File: config.mk
export PLATFORM = sky130hd
export DESIGN_NAME = rf_access_arbiter
export DESIGN_NICKNAME = d
export VERILOG_FILES = /design/src/rtl/rf_access_arbiter_pkg.sv /design/src/rtl/rf_access_arbiter.sv
export SDC_FILE = /design/constraint.sdc
export NUM_CORES = 1
export LEC_CHECK = 0
export BUFFER_PORTS_ARGS = -buffer_cell sky130_fd_sc_hd__clkbuf_2
export CAP_MARGIN = 5
export CELL_PAD_IN_SITES_DETAIL_PLACEMENT = 1
export CELL_PAD_IN_SITES_GLOBAL_PLACEMENT = 1
export CORE_MARGIN = 2
export CORE_UTILIZATION = 25
export CTS_BUF_LIST = sky130_fd_sc_hd__clkbuf_8
export DETAILED_ROUTE_END_ITERATION = 12
export GPL_ROUTABILITY_DRIVEN = 0
export PLACE_DENSITY_LB_ADDON = 0.1
export SLEW_MARGIN = 20
export SYNTH_ARGS = -nofsm -noshare
export SYNTH_HDL_FRONTEND = slang
export SYNTH_SLANG_ARGS = --single-unit
export TNS_END_PERCENT = 100
File: constraint.sdc
create_clock -name clk -period 1.5 [get_ports clk]
set_clock_uncertainty 0.1 [all_clocks]
set_input_delay 0.075 -clock clk [delete_from_list [all_inputs] [get_ports clk]]
set_output_delay 0.075 -clock clk [all_outputs]
set_load 0.01 [all_outputs]
File: src/rtl/rf_access_arbiter_pkg.sv
// Shared types and constants for the register-file access arbiter.
// Holds the arbiter state encoding and the register-file geometry defaults.
package rf_access_arbiter_pkg;

    localparam int XLEN_DEFAULT = 32;
    localparam int REG_IDX_W    = 5;
    localparam int STARVE_CNT_W = 8;

    typedef enum logic [1:0] {
        IDLE  = 2'd0,
        GRANT = 2'd1,
        RESP  = 2'd2
    } arb_state_t;

endpackage

File: src/rtl/rf_access_arbiter.sv
// Arbitrates the register-file write port between core writeback and debug access.
// Optional starvation guard for debug requests: define RF_ARB_STARVE_GUARD_EN.
module rf_access_arbiter
    import rf_access_arbiter_pkg::*;
#(
    parameter int XLEN       = XLEN_DEFAULT,
    parameter int STARVE_MAX = 8
) (
    input  logic                 clk,
    input  logic                 rst,

    input  logic                 core_we,
    input  logic [REG_IDX_W-1:0] core_waddr,
    input  logic [XLEN-1:0]      core_wdata,

    input  logic                 dbg_req,
    input  logic                 dbg_we,
    input  logic [REG_IDX_W-1:0] dbg_addr,
    input  logic [XLEN-1:0]      dbg_wdata,

    input  logic [XLEN-1:0]      rf_rdata,

    output logic                 rf_we,
    output logic [REG_IDX_W-1:0] rf_waddr,
    output logic [XLEN-1:0]      rf_wdata,
    output logic [REG_IDX_W-1:0] rf_raddr,

    output logic                 dbg_gnt,
    output logic                 dbg_rvalid,
    output logic [XLEN-1:0]      dbg_rdata,
    output logic                 core_stall
);

    arb_state_t state;
    logic       starve_hit;
    logic       accept;

    // Debug only wins an IDLE cycle the core leaves free, unless it has waited too long.
    assign accept = (state == IDLE) && dbg_req && (!core_we || starve_hit);

`ifdef RF_ARB_STARVE_GUARD_EN
    localparam logic [STARVE_CNT_W-1:0] STARVE_LIM = STARVE_CNT_W'(STARVE_MAX);

    logic [STARVE_CNT_W-1:0] starve_cnt;

    assign starve_hit = (starve_cnt == STARVE_LIM);

    always_ff @(posedge clk or negedge rst) begin
        if (!rst) begin
            starve_cnt <= '0;
        end else if (state == IDLE) begin
            // An abandoned request or a granted one both start the next wait from zero.
            if (accept || !dbg_req) begin
                starve_cnt <= '0;
            end else if (core_we && !starve_hit) begin
                starve_cnt <= starve_cnt + 1'b1;
            end
        end
    end
`else
    logic unused_starve_max;

    assign unused_starve_max = (STARVE_MAX == 0);
    assign starve_hit        = 1'b0;
`endif

    // NOTE: sequential state uses non-blocking assignments so every flop samples pre-edge values.
    always_ff @(posedge clk or negedge rst) begin
        if (!rst) begin
            state     <= IDLE;
            dbg_rdata <= '0;
        end else begin
            case (state)
                IDLE: begin
                    if (accept) begin
                        state <= GRANT;
                    end
                end
                GRANT: begin
                    if (dbg_we) begin
                        state <= IDLE;
                    end else begin
                        state     <= RESP;
                        dbg_rdata <= (dbg_addr == '0) ? '0 : rf_rdata;
                    end
                end
                RESP:    state <= IDLE;
                default: state <= IDLE;
            endcase
        end
    end

    assign dbg_gnt    = (state == GRANT);
    assign core_stall = (state == GRANT);
    assign dbg_rvalid = (state == RESP);
    assign rf_raddr   = dbg_addr;

    // NOTE: every output gets a default before the override so no latch is inferred.
    always_comb begin
        rf_we    = core_we && (core_waddr != '0);
        rf_waddr = core_waddr;
        rf_wdata = core_wdata;
        if (state == GRANT) begin
            rf_we    = dbg_we && (dbg_addr != '0);
            rf_waddr = dbg_addr;
            rf_wdata = dbg_wdata;
        end
    end

endmodule

==> key figures <==
Run status
  – Outcome: finished with violations
  – Violated checks: negative setup slack

Clock network
  – Clock root cell: clkbuf_8
  – Total CTS buffers: 5
  – # clock sinks: 34
  – Worst-path clk slew: roughly 0.070 ns
  – H-tree levels: 2
  – TritonCTS clock tree: yes
  – Worst-Skew Late Latency: 0.27 ns
  – CTS Buffer Depth: 2

Finish
  – Fin util: roughly half
  – Non-Filler Instances: ~530
  – Final nets: 540
  – # diodes: 0
  – Post-layout instance area: roughly 3800 um2
  – Fraction of final layout cells sized beyond drive strength 1: slightly below 60%
  – Layout area overhead: 96.8%

Timing
  – Final Max Slew Viols: 0
  – Fmax: 576 MHz
  – Crit share post-route: 116%
  – Final hold vios: 0
  – Tightest Pin Transition: 0.434 ns
  – Worst rel slew slack: between 70% and 80%
  – Final WS setup: -0.237 ns
  – Period minus WS final: 1.74 ns
  – RSZ-0062 raised after global routing: true
  – Final setup viols: 70

Synthesis
  – Ys async rst share: 100%
  – Synth unique cells: 17
  – Top cell type's share of synthesized area: 44.2%
  – Avg Inst Size Synth: roughly 9.6 um2
  – Leading area contributor after synthesis: dfrtp_1
  – Area contributors post-synth: dfrtp_1 (44%), o21ai_1 (16%), mux2_2 (15%), mux2_1 (6.4%), nand2_1 (6.2%)
  – EDFF count, synth: 0
  – Ys Warns: 0
  – Seq/Total Area, Yosys: around 44%
  – Most common cell in the netlist: o21ai_1
  – Synth top cells by count: o21ai_1 (62), dfrtp_1 (34), nand2_1 (32)
  – Mapped Cells: 200
  – Syn Nets: just over 300
  – #FFs+latches synth: 34
  – Mapped Area: 1930 um2
  – Top_reg_cell synth: dfrtp_1

GRT
  – Total GRT Usage: 18.3%
  – Global-route wire length before repair: 12300 um
  – Largest net degree at the start of global routing: 43
  – Initial antenna violation count: 0
  – GRT overflow: 0
  – Vias in the first global route: 2478

Setup path
  – Worst Path Arrival: 1.56 ns
  – CP cell instances: nor2b_4 > buf_6 > buf_12 > mux2_4 > buf_8
  – Worst reg2reg path depth: 5
  – Worst EP required: 1.32 ns
  – Crit end category: primary output
  – Critical path type: reg2out
  – CP peak stage delay: 0.40 ns
  – Slowest-stage cell, CP: dfrtp_1
  – CP Buf/Inv Count: 3
  – Family with the most delay on the worst path: buffers and inverters
  – Reg-to-Reg Start: state[1]$_DFFE_PN0P_
  – CP max FO: 8
  – Worst setup path startpoint: state[1]$_DFFE_PN0P_
  – Crit path launch type: flip-flop
  – Crit path depth: 5

Placement
  – Detail Placement HPWL: 5620 um
  – Placed cell count: roughly 480
  – Placed cell area: 2980 um2
  – Buffers on Ports: 188

Die
  – Die height: 91.8 um
  – Core box area: roughly 7600 um2
  – Starting Density: 25.3%
  – Die area: 8430 um2
  – Die X: 91.8 um
  – Row count: 32
  – I/O pin total: 189

Pwr
  – Peak VDD IR: about 0.35 mV
  – PD cells: 804 nW/um2
  – P_leak: between 0.002 and 0.0025 uW

Flow run
  – Max-cap violations: 0

Route
  – DR pass1 iterations: 4
  – Detailed-route via count: approximately 2.4k
  – Vias/cell: 4.51
  – Drt drc: 0
  – First-iteration detailed-routing DRC count: 36
  – Wire per inst: 15.8 um
  – Post-DRT Antenna Nets: 0
  – Routed WL: 8370 um

Min path
  – Worst Hold Class: in2async
==> report_power, final <==
part / internal, uW / switching (uW) / total [uW] / leakage, uW
Sequential: 1100 / 104 / 1210 / 0.000429
Clock: 311 / 315 / 626 / 0.0000414
Combinational: 647 / 567 / 1210 / 0.00153
==> sequential cells by signal (all words and copies together) (netlist names) <==
register,count
dbg_rdata,32
state,2
==> cell families (layout without fill, tap and decap cells) <==
group / Yosys count / in the layout / synth area share (%)
AOI/OAI and AO/OA: 67 / 67 / 17.8
and+or+nand+nor: 38 / 38 / 8.77
muxes: 37 / 37 / 21.6
DFF: 34 / 34 / 44.2
buffers and inverters: 24 / 253 / 7.66
==> worst reg2reg max path: stages (launching register included) <==
cell and delay [ns]:
dfrtp_1 0.40, buf_4 0.15, or3b_4 0.48, clkbuf_16 0.20
nand2_1 0.07, o21ai_1 0.06
==> worst paths after layout <==
kind,slack [ns],end
worst min-delay path,0.16,dbg_rdata[29]$_DFFE_PN0P_
max in group asynchronous,0.68,dbg_rdata[5]$_DFFE_PN0P_
worst min register to register,0.39,dbg_rdata[10]$_DFFE_PN0P_
worst max register to register,-0.06,dbg_rdata[16]$_DFFE_PN0P_
worst max-delay path,-0.24,rf_wdata[27]
min in group clk,0.16,dbg_rdata[6]$_DFFE_PN0P_
==> repair_timing <==
| action | CTS | global route |
|---|---|---|
| gates cloned | 2 | 6 |
| endpoints found under the hold margin | 67 | 0 |
| resized for setup | 27 | 29 |
| hold buffers | 35 | 0 |
| setup endpoints to repair | 49 | 69 |
| setup buffers | 6 | 0 |
==> stage by stage <==
step           hold WS, ns  setup WS, ns  TNS, ns  total power (uW)
2_1_floorplan       -0.321         0.105        0              1690
4_1_cts              0.174        -0.252    -8.20              3020
3_5_place_dp       -0.0599       -0.0194   -0.103              2220
6_report             0.161        -0.237    -8.75              3050
3_3_place_gp       -0.0592        0.0131        0              2200
5_1_grt              0.206        -0.295   -13.07              3260
==> cell type report <==
class | instances | area [um2]
clock buffer | 5 | 68.8
clock inverter | 2 | 11.3
fill | 926 | 3820
inverter | 1 | 3.75
multi-input combinational | 142 | 1000
sequential | 34 | 851
tap | 102 | 128
timing repair buffer | 245 | 1730
==> routing by layer <==
metal	vias to the layer above	track usage, %	wire [um]
met5	-	0	0
met4	0	2.99	54
met3	7	3.78	426
met2	83	31.9	4210
met1	1148	23.9	3680
li1	1156	-	-
==> layout by cell type, fill, tap and decap left out <==
cell type / synthesis / layout
clkbuf_2: 0 / 173
o21ai_1: 62 / 60
dlygate4sd3_1: 0 / 35
dfrtp_1: 34 / 34
nand2_1: 32 / 32
mux2_4: 0 / 15
buf_6: 3 / 14
mux2_2: 26 / 12
mux2_1: 11 / 10
buf_4: 6 / 8
buf_8: 0 / 6
clkbuf_8: 0 / 5
buf_12: 0 / 5
o21ai_0: 4 / 4
clkbuf_16: 0 / 3
o21ai_2: 0 / 2
nor2b_4: 0 / 1
nor2b_1: 2 / 1
or4_1: 1 / 1
or4_4: 1 / 1
o211ai_2: 1 / 1
or3b_4: 0 / 1
nor4b_1: 1 / 1
inv_2: 1 / 1
clkinvlp_4: 0 / 1
inv_1: 0 / 1
buf_16: 0 / 1
(Power assumes the default switching activity.)
